--- src/rtl/iomem_timer_pkg.sv ---
// Shared definitions for the iomem_timer memory-mapped timer peripheral:
// register offsets, CTRL/STATUS bit positions, bus FSM state type, byte-merge helper.
package iomem_timer_pkg;

  localparam logic [7:0] OFF_CTRL     = 8'h00;
  localparam logic [7:0] OFF_COUNT    = 8'h04;
  localparam logic [7:0] OFF_COMPARE  = 8'h08;
  localparam logic [7:0] OFF_PRESCALE = 8'h0C;
  localparam logic [7:0] OFF_STATUS   = 8'h10;

  localparam int unsigned CTRL_ENABLE      = 32'd0;
  localparam int unsigned CTRL_IRQ_EN      = 32'd1;
  localparam int unsigned CTRL_AUTO_RELOAD = 32'd2;
  localparam int unsigned STATUS_MATCH     = 32'd0;

  typedef enum logic {
    ST_IDLE = 1'b0,
    ST_ACK  = 1'b1
  } state_t;

  function automatic logic [31:0] apply_wstrb(input logic [31:0] old_val,
                                              input logic [31:0] new_val,
                                              input logic [3:0]  wstrb);
    logic [31:0] mask;
    mask = {{8{wstrb[3]}}, {8{wstrb[2]}}, {8{wstrb[1]}}, {8{wstrb[0]}}};
    return (old_val & ~mask) | (new_val & mask);
  endfunction

endpackage

--- src/rtl/iomem_timer_prescaler.sv ---
// Tick generator: pulses when its phase counter reaches the prescale value,
// so a prescale of N yields one tick every N+1 enabled cycles.
module iomem_timer_prescaler
  import iomem_timer_pkg::*;
(
  input  logic        clk,
  input  logic        resetn,
  input  logic        enable,
  input  logic [15:0] prescale,
  input  logic        clr,
  output logic        tick
);

  logic [15:0] cnt_r;
  logic        hit_s;

  // Terminal-count detect and tick qualification
  always_comb begin
    hit_s = (cnt_r == prescale);
    if (enable) begin
      tick = hit_s;
    end else begin
      tick = 1'b0;
    end
  end

  // Phase counter; holds while the timer is disabled
  always_ff @(posedge clk or negedge resetn) begin
    if (!resetn) begin
      cnt_r <= 16'h0000;
    end else if (clr) begin
      cnt_r <= 16'h0000;
    end else if (enable) begin
      if (hit_s) begin
        cnt_r <= 16'h0000;
      end else begin
        cnt_r <= cnt_r + 16'h0001;
      end
    end else begin
      cnt_r <= cnt_r;
    end
  end

endmodule

--- src/rtl/iomem_timer.sv ---
// Memory-mapped 32-bit timer with compare match, auto-reload and level irq.
// Optional feature: define IOMEM_TIMER_PRESCALE_EN for a programmable tick prescaler.
module iomem_timer
  import iomem_timer_pkg::*;
#(
  parameter logic [31:0] BASE_ADDR = 32'h0300_0000
) (
  input  logic        clk,
  input  logic        resetn,
  input  logic        iomem_valid,
  output logic        iomem_ready,
  input  logic [3:0]  iomem_wstrb,
  input  logic [31:0] iomem_addr,
  input  logic [31:0] iomem_wdata,
  output logic [31:0] iomem_rdata,
  output logic        irq
);

  state_t      state_r, state_next_s;
  logic        sel_s, accept_s, wr_s;
  logic [7:0]  off_s;
  logic        wr_ctrl_s, wr_count_s, wr_compare_s, wr_prescale_s, clr_match_s;
  logic [2:0]  ctrl_r;
  logic [31:0] count_r, compare_r;
  logic [15:0] prescale_s;
  logic        match_r;
  logic        tick_s, hit_s;
  logic [31:0] rd_mux_s, rdata_r;

  // Address decode; writes land only on the IDLE->ACK edge
  always_comb begin
    sel_s         = iomem_valid && (iomem_addr[31:8] == BASE_ADDR[31:8]);
    accept_s      = sel_s && (state_r == ST_IDLE);
    wr_s          = accept_s && (iomem_wstrb != 4'h0);
    off_s         = iomem_addr[7:0];
    wr_ctrl_s     = wr_s && (off_s == OFF_CTRL);
    wr_count_s    = wr_s && (off_s == OFF_COUNT);
    wr_compare_s  = wr_s && (off_s == OFF_COMPARE);
    wr_prescale_s = wr_s && (off_s == OFF_PRESCALE);
    clr_match_s   = wr_s && (off_s == OFF_STATUS) && iomem_wstrb[0] && iomem_wdata[STATUS_MATCH];
    hit_s         = (count_r == compare_r);
  end

  // Bus FSM state register
  always_ff @(posedge clk or negedge resetn) begin
    if (!resetn) begin
      state_r <= ST_IDLE;
    end else begin
      state_r <= state_next_s;
    end
  end

  // Bus FSM next state; valid is ignored while acknowledging
  always_comb begin
    case (state_r)
      ST_IDLE: begin
        if (sel_s) begin
          state_next_s = ST_ACK;
        end else begin
          state_next_s = ST_IDLE;
        end
      end
      ST_ACK:  state_next_s = ST_IDLE;
      default: state_next_s = ST_IDLE;
    endcase
  end

  // Bus FSM outputs and interrupt level
  always_comb begin
    if (state_r == ST_ACK) begin
      iomem_ready = 1'b1;
      iomem_rdata = rdata_r;
    end else begin
      iomem_ready = 1'b0;
      iomem_rdata = 32'h0000_0000;
    end
    irq = match_r && ctrl_r[CTRL_IRQ_EN];
  end

  // Read mux; unmapped offsets and reserved bits read zero
  always_comb begin
    case (off_s)
      OFF_CTRL:     rd_mux_s = {29'h0, ctrl_r};
      OFF_COUNT:    rd_mux_s = count_r;
      OFF_COMPARE:  rd_mux_s = compare_r;
      OFF_PRESCALE: rd_mux_s = {16'h0000, prescale_s};
      OFF_STATUS:   rd_mux_s = {31'h0, match_r};
      default:      rd_mux_s = 32'h0000_0000;
    endcase
  end

  // Read data captured at accept, zero otherwise
  always_ff @(posedge clk or negedge resetn) begin
    if (!resetn) begin
      rdata_r <= 32'h0000_0000;
    end else if (accept_s) begin
      rdata_r <= rd_mux_s;
    end else begin
      rdata_r <= 32'h0000_0000;
    end
  end

  // CTRL and COMPARE registers
  always_ff @(posedge clk or negedge resetn) begin
    if (!resetn) begin
      ctrl_r    <= 3'b000;
      compare_r <= 32'h0000_0000;
    end else begin
      if (wr_ctrl_s && iomem_wstrb[0]) begin
        ctrl_r <= iomem_wdata[2:0];
      end else begin
        ctrl_r <= ctrl_r;
      end
      if (wr_compare_s) begin
        compare_r <= apply_wstrb(compare_r, iomem_wdata, iomem_wstrb);
      end else begin
        compare_r <= compare_r;
      end
    end
  end

  // COUNT advance; a bus write wins over a same-cycle tick
  always_ff @(posedge clk or negedge resetn) begin
    if (!resetn) begin
      count_r <= 32'h0000_0000;
    end else if (wr_count_s) begin
      count_r <= apply_wstrb(count_r, iomem_wdata, iomem_wstrb);
    end else if (tick_s && hit_s && ctrl_r[CTRL_AUTO_RELOAD]) begin
      count_r <= 32'h0000_0000;
    end else if (tick_s) begin
      count_r <= count_r + 32'h0000_0001;
    end else begin
      count_r <= count_r;
    end
  end

  // Match flag; a new match wins over a same-cycle W1C
  always_ff @(posedge clk or negedge resetn) begin
    if (!resetn) begin
      match_r <= 1'b0;
    end else if (tick_s && hit_s) begin
      match_r <= 1'b1;
    end else if (clr_match_s) begin
      match_r <= 1'b0;
    end else begin
      match_r <= match_r;
    end
  end

`ifdef IOMEM_TIMER_PRESCALE_EN
  logic [15:0] prescale_r;

  // PRESCALE register, bytes 0 and 1 writable
  always_ff @(posedge clk or negedge resetn) begin
    if (!resetn) begin
      prescale_r <= 16'h0000;
    end else if (wr_prescale_s) begin
      prescale_r <= {(iomem_wstrb[1] ? iomem_wdata[15:8] : prescale_r[15:8]),
                     (iomem_wstrb[0] ? iomem_wdata[7:0]  : prescale_r[7:0])};
    end else begin
      prescale_r <= prescale_r;
    end
  end

  assign prescale_s = prescale_r;
`else
  assign prescale_s = 16'h0000;
`endif

  iomem_timer_prescaler u_prescaler (
    .clk      (clk),
    .resetn   (resetn),
    .enable   (ctrl_r[CTRL_ENABLE]),
    .prescale (prescale_s),
    .clr      (wr_prescale_s),
    .tick     (tick_s)
  );

endmodule

--- config.mk ---
export PLATFORM = sky130hd
export DESIGN_NAME = iomem_timer
export DESIGN_NICKNAME = d
export VERILOG_FILES = /design/src/rtl/iomem_timer_pkg.sv /design/src/rtl/iomem_timer_prescaler.sv /design/src/rtl/iomem_timer.sv
export SDC_FILE = /design/constraint.sdc
export NUM_CORES = 1
export LEC_CHECK = 0
export ABC_AREA = 0
export ABC_CLOCK_PERIOD_IN_PS = 4200
export CAP_MARGIN = 20
export CORE_MARGIN = 2
export CORE_UTILIZATION = 30
export DETAILED_ROUTE_END_ITERATION = 7
export DONT_BUFFER_PORTS = 1
export PLACE_DENSITY = 0.43
export SETUP_SLACK_MARGIN = 0.15
export SLEW_MARGIN = 0
export SYNTH_ARGS = -nofsm -noshare
export SYNTH_HDL_FRONTEND = slang
export SYNTH_HIERARCHICAL = 1
export SYNTH_SLANG_ARGS = --single-unit
--- constraint.sdc ---
create_clock -name clk -period 4.2 [get_ports clk]
set_input_delay 0.63 -clock clk [delete_from_list [all_inputs] [get_ports clk]]
set_output_delay 0.63 -clock clk [all_outputs]
set_load 0.05 [all_outputs]
; Word-level counts from Yosys, hierarchy flattened
; Index checks and enable logic that the tools add are counted.
[totals]
out_inout_bits = 34
regBits = 117
input_bits = 71
word_cells = 57
[op_classes]
n_eq_ne = 6
bitwise_logic = 7
addsub = 2
reduce_logical = 20
muxes = 15
[ops]
columns = op, n
row1 = 2-to-1 mux 32 bit, 5
row2 = case mux 32 bit (4 select lines), 1
row3 = AND 32 bit, 3
row4 = OR 32 bit, 2
row5 = 2-to-1 mux 16 bit, 3
row6 = adder 32 x 1 -> 32 bit (second input constant), 1
row7 = == test 32 bit, 1
row8 = inverter 32 bit, 1
row9 = == test 24 x 18 -> 1 bit (second input constant), 1
row10 = adder 16 x 1 -> 16 bit (second input constant), 1
row11 = == test 8 x 4 -> 1 bit (second input constant), 2
row12 = zero test 16 bit, 1
row13 = logical AND 1 bit, 14
row14 = == test 8 x 3 -> 1 bit (second input constant), 1
row15 = == test 8 x 5 -> 1 bit (second input constant), 1
row16 = zero test 8 bit, 1
row17 = 2-to-1 mux 1 bit, 5
row18 = nonzero test 2 bit, 2
row19 = nonzero test 4 bit, 1
row20 = nonzero test 3 bit, 1
row21 = case mux 1 bit (2 select lines), 1
row22 = inverter 1 bit, 1

; Longest topological paths before layout
; Gate-level depths: netlist (run 1).
[logic_depth]
word_depth = 9
mapped_depth = 14
mapped_depth_nobuf = 10

; By module
; The synthesis (run 1) kept the hierarchy.
[by_module_without_submodules]
columns = mod, cells_each, seq_area_each_um2, area_each_um2, instances
row1 = iomem_timer, 612, 2527.4, 5669.2, 1
row2 = iomem_timer_prescaler, 103, 400.4, 1036.0, 1

; Worst setup path after synthesis (run 1)
; Ideal clock, no wire load.
[synth_timing]
path_type = register to register
startpoint = register u_prescaler.cnt_r[1]
endpoint = register with a tool-made name
path_stages_with_launch = 14
path_slack_ps = 1240
period_less_slack_ps = 2960
arrival_time_ps = 2835
n_path_buf = 3
required_time_ps = 4076
setup_ps = 124
path_cell_list = dfrtp_1 xor2_1 nor4_1 nand4_2 nor2_1 buf_2 inv_1 a2111o_1 nor4_1 nand3_1 clkbuf_1 buf_2 nand4b_1 nand3_1
[synth_lines]
columns = item, line
row1 = from (decl), iomem_timer_prescaler.sv:14  ; logic [15:0] cnt_r;
row2 = from (signal assigned), iomem_timer_prescaler.sv:37  ; cnt_r <= cnt_r + 16'h0001;
row3 = from (signal assigned), iomem_timer_prescaler.sv:40  ; cnt_r <= cnt_r;

==> results of run 1 <==
==> path summary, 6_finish.rpt <==
check                                                    to  slack [ns]  depth (start not counted)
max in group asynchronous                 state_r$_DFF_PN0_        3.56                          1
hold / removal             u_prescaler/cnt_r[5]$_DFFE_PN0P_        0.15                          1
setup reg to reg                                   register        0.97                         12
min in group clk                                   register        0.33                          2
setup / recovery                                   register        0.97                         12
hold reg to reg                       ctrl_r[1]$_DFFE_PN0P_        0.53                          1
==> worst reg2reg max path, cell delays in order (launching register included) <==
cell,delay (ns)
dfrtp_1,0.44
xor2_1,0.19
nor4_1,0.30
nand4_2,0.25
nor2_1,0.15
buf_4,0.22
inv_1,0.14
a2111o_1,0.42
nor4_1,0.27
nand3_1,0.13
buf_4,0.25
a32oi_1,0.22
o21ai_0,0.12
==> final cells by class <==
type,instances,share of cell area
clock buffer,20,0.0586
inverter,14,0.00689
clock inverter,12,0.0200
sequential,117,0.384
timing repair buffer,15,0.0174
multi-input combinational,553,0.467
tap,280,0.0459
==> repair_timing <==
action,CTS,global route
setup buffers,0,0
hold buffers,1,0
hold endpoints to repair,117,0
==> per-layer routing <==
layer  track usage  vias up  part of all wire
li1              -     2561                 -
met1         0.244     2756              0.46
met2         0.291      159              0.47
met3        0.0451       27             0.055
met4        0.0590        0             0.016
met5             0        -                 0
==> per-stage QoR <==
step           area (sq um)  total power, mW  worst slack, ns
6_report               7630             2.68            0.975
4_1_cts                7630             2.71            0.973
5_1_grt                7630             2.78            0.610
3_3_place_gp           7000             1.17            0.994
2_1_floorplan          6760             1.17             1.24
3_5_place_dp           7000             1.17            0.978
==> where the power goes <==
group / leakage, nW / internal, mW / switching (mW)
Clock: 0.283 / 0.948 / 0.558
Sequential: 1.60 / 1.13 / 0.00000284
Combinational: 1.31 / 0.0114 / 0.0331
Total: 3.19 / 2.09 / 0.591
==> layout by cell type (no fill, tap or decap), types with 16 or more instances in the layout <==
cell	Yosys	final
a22oi_1	30	30
and2_1	40	40
dfrtp_1	117	116
nor2_1	67	67
clkbuf_16	0	17
nand4_1	39	39
xnor2_1	33	33
nand2_1	61	61
nand3_1	51	51
mux2_2	35	35
conb_1	1	16
o21ai_0	16	16
xor2_1	25	25
==> cell families after synthesis <==
group	after synthesis	share of synthesized area
flops	117	0.437
xor+xnor	58	0.0758
buf+inv	60	0.0401
simple gates	343	0.275
mux	40	0.0664
fa+ha+maj	2	0.00373
compound gates	94	0.102
other cells	1	0.000559
==> results.py, run 1 <==
metrics = {
    "grt": {
        "grtUsageTotal": 0.182,
        "antenna_found_initial": 0,
        "grt.overflow.total": 0,
        "grt_first_pass_wirelength_microns": 33100,
        "grt_pass1_vias": 5659,
        "grt_start_max_net_pins": 118,
    },
    "layout": {
        "seqCellArea_sq_um": 2930,
        "fin_cells": 1011,
        "nets": 791,
        "utilization": 0.348,
        "antennaDiodeCount": 0,
        "multi_input_area_sq_um": 3560,
        "drive_above_1_share": 0.140,
        "synthToLayoutAreaGrowth_pct": 13.8,
        "fillerInstances": 2281,
    },
    "die": {
        "start_util": 0.306,
        "die_height_microns": 154,
        "die_w_microns": 154,
        "top_level_ports": 105,
        "die_area_sq_um": 23600,
        "coreArea_sq_um": 21900,
        "fp-row-count": 54,
    },
    "clock_network": {
        "clk_latency_ns": 0.43,
        "cts_made_buffers": 17,
        "cts_tree": "yes",
        "clkTransAtPathRegs_ns": 0.06,
        "clock-root-buffer": "clkbuf_16",
        "cts_resized": 0,
        "htreeDepth": 4,
        "clkSinkCount": 117,
        "cts_buffer_depth": 2,
    },
    "sta": {
        "clock.fmax_mhz": 310,
        "tns_ns": 0,
        "fin_worst_hold_slack_ns": 0.147,
        "maxSlewViolCount": 0,
        "tightest_slew_ns": 0.879,
        "finalClockSkew_ns": 0.00814,
        "finalSetupViolCount": 0,
        "min_period_ns": 3.23,
        "slew_headroom": 0.409,
        "finalCritPeriodShare": 0.768,
        "finalHoldViolCount": 0,
        "rsz0062_at_grt": "no",
    },
    "worst_setup_path": {
        "worst-path-buf-inv": 3,
        "path_max_fanout": 20,
        "critPathKind": "register to register",
        "max_stage_delay_ns": 0.44,
        "worstSetupStartpoint": "u_prescaler/cnt_r[4]$_DFFE_PN0P_",
        "endpoint_kind": "register",
        "crit_family": "simple AND/OR/NAND/NOR gates",
        "cp-start-kind": "register",
        "rr_startpoint": "u_prescaler/cnt_r[4]$_DFFE_PN0P_",
        "arrival_ns": 3.52,
        "required_ns": 4.50,
        "slowest_stage": "dfrtp_1",
        "crit_chain": "xor2_1 -> nor4_1 -> nand4_2 -> nor2_1 -> buf_4 -> inv_1 -> a2111o_1 -> nor4_1 -> nand3_1 -> buf_4 -> a32oi_1 -> o21ai_0",
    },
    "flow_run": {
        "cap_violations": 0,
    },
    "routing": {
        "ant_nets": 0,
        "drt_pre_antenna_iters": 5,
        "vias_per_cell": 5.44,
        "post_drt_wl_per_cell_microns": 20.6,
        "wl_microns": 20800,
        "drc_errors": 0,
        "drtIter0Drc": 469,
        "num_vias": 5503,
    },
    "logic_synthesis": {
        "synth_most_common_cell": "dfrtp_1",
        "yosys_warnings": 6,
        "syn_avg_cell_area_sq_um": 9.38,
        "synthTopCellsByArea": "dfrtp_1 (44%), mux2_2 (5.9%), xnor2_1 (4.3%)",
        "synth-seq-area-share": 0.437,
        "netlist.area_leader.share": 0.437,
        "netlist_top_cells_count": "dfrtp_1 (117), nor2_1 (67), nand2_1 (61), nand3_1 (51), and2_1 (40)",
        "synthFlopType": "dfrtp_1",
        "synthCells": 715,
        "yosys.area.top_type": "dfrtp_1",
        "synth-seq-cells": 117,
        "synth-async-reset-ratio": 1.00,
        "netlist_area_sq_um": 6710,
        "ys_types": 56,
        "synth_edf_count": 0,
    },
    "placement": {
        "place_inst": 978,
        "place.port_buffers": 0,
        "place_hpwl_microns": 14800,
        "gp_congestion": 0.856,
    },
    "hold_path": {
        "worstHoldPathType": "input port to async pin",
    },
    "pwr": {
        "p_leak_nw": 3.19,
        "power.density_nw_per_um2": 351,
        "max-vdd-ir-drop_mv": 0.266,
    },
    "outcome": {
        "outcome": "finished, final reports clean",
    },
}
Note: power is estimated with default switching activity, not from simulation.
==> inputs of run 2 (changes only) <==
--- a/config.mk
+++ b/config.mk
@@ -5,14 +5,14 @@
 export SDC_FILE = /design/constraint.sdc
 export NUM_CORES = 1
 export LEC_CHECK = 0
-export ABC_AREA = 0
-export ABC_CLOCK_PERIOD_IN_PS = 4200
+export ABC_AREA = 1
+export ABC_CLOCK_PERIOD_IN_PS = 2900
 export CAP_MARGIN = 20
 export CORE_MARGIN = 2
 export CORE_UTILIZATION = 30
 export DETAILED_ROUTE_END_ITERATION = 7
 export DONT_BUFFER_PORTS = 1
-export PLACE_DENSITY = 0.43
+export PLACE_DENSITY = 0.44
 export SETUP_SLACK_MARGIN = 0.15
 export SLEW_MARGIN = 0
 export SYNTH_ARGS = -nofsm -noshare
==> constraint.sdc (replaced) <==
create_clock -name clk -period 2.9 [get_ports clk]
set_input_delay 0.435 -clock clk [delete_from_list [all_inputs] [get_ports clk]]
set_output_delay 0.435 -clock clk [all_outputs]
set_load 0.05 [all_outputs]
==> results.py, run 2 <==
metrics = {
    "routing": {
        "drt_pre_antenna_iters": 5,
        "num_vias": 7303,
        "drtIter0Drc": 404,
        "ant_nets": 0,
        "post_drt_wl_per_cell_microns": 15.6,
        "drc_errors": 0,
        "wl_microns": 25300,
        "vias_per_cell": 4.51,
    },
    "worst_setup_path": {
        "rr_startpoint": "u_prescaler/cnt_r[7]$_DFFE_PN0P_",
        "required_ns": 3.21,
        "endpoint_kind": "register",
        "path_max_fanout": 32,
        "cp_common_cell": "nand2_1",
        "max_stage_delay_ns": 0.41,
        "arrival_ns": 2.73,
        "worst-path-buf-inv": 3,
        "slowest_stage": "dfrtp_1",
        "critPathKind": "register to register",
        "reg2reg_depth": 18,
        "worstSetupStartpoint": "u_prescaler/cnt_r[7]$_DFFE_PN0P_",
        "crit_chain": "xor2_1 -> nor2_1 -> nand2_1 -> nor2_2 -> nand3_2 -> inv_1 -> inv_2 -> nor2_1 -> nand3_1 -> nor2_1 -> nand2_1 -> nor2_1 -> nand3_1 -> buf_6 -> nand3_1 -> nand2_1 -> nand2_1 -> nand2_1",
        "cp-start-kind": "register",
        "crit_family": "simple AND/OR/NAND/NOR gates",
        "ff2ff_setup_slack_ns": 0.48,
    },
    "flow_run": {
        "cap_violations": 0,
    },
    "sta": {
        "finalClockSkew_ns": 0.0168,
        "finalCritPeriodShare": 0.833,
        "tightest_slew_ns": 0.655,
        "maxSlewViolCount": 0,
        "finalSetupViolCount": 0,
        "finalWorstSetupSlack_ns": 0.484,
        "rsz0062_at_grt": "no",
        "finalHoldViolCount": 117,
        "fin_worst_hold_slack_ns": -0.280,
        "slew_headroom": 0.563,
        "tns_ns": 0,
        "clock.fmax_mhz": 414,
        "min_period_ns": 2.42,
    },
    "layout": {
        "synthToLayoutAreaGrowth_pct": 12.4,
        "nets": 1340,
        "antennaDiodeCount": 0,
        "fillerInstances": 2985,
        "drive_above_1_share": 0.0844,
        "utilization": 0.341,
        "final_cell_mix": "nand2_1 (512), inv_1 (166), dfrtp_1 (116)",
        "final_common_cell": "nand2_1",
    },
    "logic_synthesis": {
        "synth-async-reset-ratio": 1.00,
        "synth_edf_count": 0,
        "synthTopCellsByArea": "dfrtp_1 (36%), nand2_1 (24%), inv_1 (7.7%)",
        "synthFlopType": "dfrtp_1",
        "synthCells": 1246,
        "netlist.area_leader.share": 0.361,
        "ys_types": 40,
        "syn_avg_cell_area_sq_um": 6.51,
        "yosys_warnings": 6,
        "netlist_top_cells_count": "nand2_1 (512), inv_1 (166), dfrtp_1 (117), nor2_1 (104), nand3_1 (92)",
        "synth-seq-area-share": 0.361,
        "yosys.area.top_type": "dfrtp_1",
        "synth_most_common_cell": "nand2_1",
        "synth-seq-cells": 117,
        "netlist_area_sq_um": 8120,
    },
    "pwr": {
        "max-vdd-ir-drop_mv": 0.296,
        "power.density_nw_per_um2": 436,
        "p_leak_nw": 4.79,
        "p_total_mw": 3.98,
    },
    "die": {
        "start_util": 0.304,
        "top_level_ports": 105,
        "die_w_microns": 168,
        "coreArea_sq_um": 26700,
        "fp-row-count": 60,
        "die_area_sq_um": 28400,
        "die_height_microns": 168,
    },
    "placement": {
        "place.port_buffers": 0,
        "gp_congestion": 0.815,
        "pre_cts_ws_ns": 0.451,
        "place_hpwl_microns": 18400,
    },
    "clock_network": {
        "post-cts-setup-buffers": 0,
        "cts_tree": "yes",
        "clkSinkCount": 117,
        "clk_latency_ns": 0.43,
        "clkTransAtPathRegs_ns": 0.07,
        "clock-root-buffer": "clkbuf_16",
        "cts_buffer_depth": 2,
        "cts_made_buffers": 17,
        "htreeDepth": 4,
    },
    "grt": {
        "grt.overflow.total": 0,
        "grt_first_pass_wirelength_microns": 40800,
        "grt_start_max_net_pins": 118,
        "grt_pass1_vias": 7262,
        "grtUsageTotal": 0.185,
        "antenna_found_initial": 0,
    },
    "outcome": {
        "outcome": "finished, violations left",
        "violations": "hold timing",
    },
    "hold_path": {
        "worstHoldPathType": "input port to async pin",
    },
}
run 2: cells by family after synthesis:
logic type      Yosys count  share of synthesized area
compound gates           69                     0.0584
xor+xnor                 37                     0.0399
fa+ha+maj                 2                    0.00308
buf+inv                 222                      0.114
flops                   117                      0.361
other cells               1                   0.000462
simple gates            798                      0.423
run 2: worst max-delay path by stage:
| stage | cells after the start | endpoint |
|---|---|---|
| floorplan | 15 | u_prescaler/cnt_r[10]$_DFFE_PN0P_ |
| CTS | 19 | register |
| detailed placement | 19 | register |
| global placement | 14 | u_prescaler/cnt_r[9]$_DFFE_PN0P_ |
| global route | 19 | register |
| finish | 18 | register |
run 2: final cells by class:
type	instances	area [sq um]	area share
Timing Repair Buffer	13	101	0.0111
Multi-Input combinational cell	937	4370	0.479
Clock buffer	21	460	0.0505
Clock inverter	10	154	0.0169
Tap cell	341	427	0.0468
Sequential cell	117	2930	0.321
Inverter	181	679	0.0745
run 2: timing repair:
item / in CTS / in global routing
resized for setup: 0 / 1
endpoints found under the hold margin: 117 / 117
setup endpoints to repair: 0 / 5
run 2: worst reg2reg max path: cells and delay by family, from the launching register on:
kind / cells / cell delay (ns)
AND/OR/NAND/NOR: 14 / 1.33
flip-flops: 1 / 0.41
buffers and inverters: 3 / 0.40
XOR/XNOR: 1 / 0.17
run 2: where the power goes:
part           internal [mW]  switching (mW)  leakage (nW)  total [mW]
registers               1.63   0.00000000707          1.57        1.63
logic                 0.0189          0.0414          2.91      0.0602
clock network           1.47           0.815         0.306        2.29
total                   3.13           0.856          4.79        3.98
run 2: through the flow:
stage | cells | cell area, sq um
2_1_floorplan | 1276 | 8230
3_3_place_gp | 1589 | 8510
3_5_place_dp | 1589 | 8510
4_1_cts | 1620 | 9120
5_1_grt | 1620 | 9130
6_report | 1620 | 9130
run 2: routing by layer:
metal,wire (microns),global-route usage,vias to the layer above,part of all wire
met5,0,0,-,0
met4,178,0.0420,0,0.0070
met3,809,0.0290,12,0.032
met2,11600,0.299,105,0.46
met1,12800,0.260,3358,0.50
li1,-,-,3828,-
==> inputs of run 3 (changes only) <==
--- a/config.mk
+++ b/config.mk
@@ -5,14 +5,14 @@
 export SDC_FILE = /design/constraint.sdc
 export NUM_CORES = 1
 export LEC_CHECK = 0
-export ABC_AREA = 1
-export ABC_CLOCK_PERIOD_IN_PS = 2900
+export ABC_AREA = 0
+export ABC_CLOCK_PERIOD_IN_PS = 2300
 export CAP_MARGIN = 20
 export CORE_MARGIN = 2
 export CORE_UTILIZATION = 30
 export DETAILED_ROUTE_END_ITERATION = 7
 export DONT_BUFFER_PORTS = 1
-export PLACE_DENSITY = 0.44
+export PLACE_DENSITY = 0.43
 export SETUP_SLACK_MARGIN = 0.15
 export SLEW_MARGIN = 0
 export SYNTH_ARGS = -nofsm -noshare
==> constraint.sdc (replaced) <==
create_clock -name clk -period 2.3 [get_ports clk]
set_input_delay 0.345 -clock clk [delete_from_list [all_inputs] [get_ports clk]]
set_output_delay 0.345 -clock clk [all_outputs]
set_load 0.05 [all_outputs]
==> results.py, run 3 (synthesis gave the netlist of run 1 again) <==
metrics = {
    "pwr": {
        "p_leak_nw": 3.81,
        "p_total_mw": 4.92,
        "power.density_nw_per_um2": 556,
        "max-vdd-ir-drop_mv": 0.485,
    },
    "layout": {
        "utilization": 0.404,
        "final_common_cell": "dfrtp_1",
        "drive_above_1_share": 0.338,
        "multi_input_area_sq_um": 3960,
        "antennaDiodeCount": 0,
        "synthToLayoutAreaGrowth_pct": 31.9,
        "nets": 882,
        "seqCellArea_sq_um": 2930,
        "final_cell_mix": "dfrtp_1 (116), buf_4 (84), nor2_1 (62)",
        "fillerInstances": 2187,
    },
    "placement": {
        "place.port_buffers": 0,
        "gp_congestion": 0.891,
        "place_hpwl_microns": 15600,
    },
    "die": {
        "die_area_sq_um": 23600,
        "die_w_microns": 154,
        "start_util": 0.306,
        "top_level_ports": 105,
        "die_height_microns": 154,
        "coreArea_sq_um": 21900,
        "fp-row-count": 54,
    },
    "routing": {
        "vias_per_cell": 5.34,
        "drt_pre_antenna_iters": 5,
        "drc_errors": 0,
        "ant_nets": 0,
        "drtIter0Drc": 389,
        "wl_microns": 22700,
        "post_drt_wl_per_cell_microns": 20.6,
        "num_vias": 5890,
    },
    "hold_path": {
        "worstHoldPathType": "input port to async pin",
    },
    "sta": {
        "rsz0062_at_grt": "yes",
        "clock.fmax_mhz": 355,
        "min_period_ns": 2.82,
        "finalSetupViolCount": 33,
        "finalClockSkew_ns": 0.00765,
        "fin_worst_hold_slack_ns": -0.391,
        "maxSlewViolCount": 0,
        "finalCritPeriodShare": 1.23,
        "slew_headroom": 0.665,
        "finalHoldViolCount": 117,
        "finalWorstSetupSlack_ns": -0.519,
        "tns_ns": -14.07,
        "tightest_slew_ns": 0.501,
    },
    "clock_network": {
        "clkTransAtPathRegs_ns": 0.06,
        "clk_latency_ns": 0.43,
        "clkSinkCount": 117,
        "htreeDepth": 4,
        "cts_tree": "yes",
        "cts_buffer_depth": 2,
        "cts_made_buffers": 17,
        "clock-root-buffer": "clkbuf_16",
    },
    "worst_setup_path": {
        "max_stage_delay_ns": 0.39,
        "worst-path-buf-inv": 4,
        "crit_chain": "xor2_1 -> nor4_1 -> nand4_2 -> nor2_1 -> buf_4 -> inv_4 -> a2111o_1 -> nor4_2 -> nand3_2 -> buf_6 -> clkbuf_16 -> a32oi_1 -> o21ai_1",
        "endpoint_kind": "register",
        "path_max_fanout": 4,
        "critPathKind": "register to register",
        "crit_family": "simple AND/OR/NAND/NOR gates",
        "arrival_ns": 3.12,
        "slowest_stage": "dfrtp_1",
        "required_ns": 2.61,
        "cp-start-kind": "register",
    },
    "outcome": {
        "outcome": "finished, violations left",
        "violations": "hold timing, setup timing",
    },
    "grt": {
        "grt_start_max_net_pins": 118,
        "grt_first_pass_wirelength_microns": 33800,
        "antenna_found_initial": 0,
        "grt.overflow.total": 0,
        "grtUsageTotal": 0.186,
        "grt_pass1_vias": 5795,
    },
    "flow_run": {
        "cap_violations": 0,
    },
}
## run 3: cell type report
cell class | instances | area share
inverters | 14 | 0.00622
clock buffers | 23 | 0.0563
clock inverters | 9 | 0.0139
well taps | 280 | 0.0396
repair buffers | 106 | 0.106
flip-flops and latches | 117 | 0.331
multi-input cells | 553 | 0.447
## run 3: path summary, 6_finish.rpt
check	from	to	slack, ns	depth (start not counted)
min in group clk	iomem_wdata[31]	register	0.04	2
worst min-delay path	resetn	u_prescaler/cnt_r[15]$_DFFE_PN0P_	-0.39	0
worst min register to register	match_r$_DFFE_PN0P_	match_r$_DFFE_PN0P_	0.53	2
worst max-delay path	u_prescaler/cnt_r[12]$_DFFE_PN0P_	register	-0.52	13
worst max register to register	u_prescaler/cnt_r[12]$_DFFE_PN0P_	register	-0.52	13
max in group asynchronous	resetn	async pin	2.43	0
## run 3: through the flow
step / instance area (sq um) / setup WS [ns] / instances
6_report: 8850 / -0.519 / 1102
5_1_grt: 8850 / -0.669 / 1102
4_1_cts: 8380 / -0.442 / 1089
3_5_place_dp: 7630 / -0.557 / 1054
3_3_place_gp: 7630 / -0.541 / 1054
2_1_floorplan: 6830 / 0.0699 / 730
## run 3: what timing repair did
action	CTS	global route
buffers inserted	3	8
pin swaps	12	35
resized for setup	53	66
endpoints found under the hold margin	117	117
endpoints found under the setup margin	83	87
cloned	0	5
## run 3: worst register-to-register path, delay by kind of cell (launching register included)
kind	cells	cell delay, ns
AND/OR/NAND/NOR	5	1.02
AO/OA/AOI/OAI	3	0.63
XOR/XNOR	1	0.17
flip-flops	1	0.39
buffers and inverters	4	0.49
## run 3: power breakdown
group          internal [mW]  switching, mW
Combinational         0.0194         0.0235
Clock                   1.84          0.981
Sequential              2.06     0.00000416
Total                   3.92           1.00
## run 3: routing by layer
metal / routed length, microns / vias up / global-route usage
met1: 10400 / 2929 / 0.255
li1: - / 2742 / -
met5: 0 / - / 0
met2: 10500 / 186 / 0.283
met4: 598 / 0 / 0.0699
met3: 1210 / 33 / 0.0471
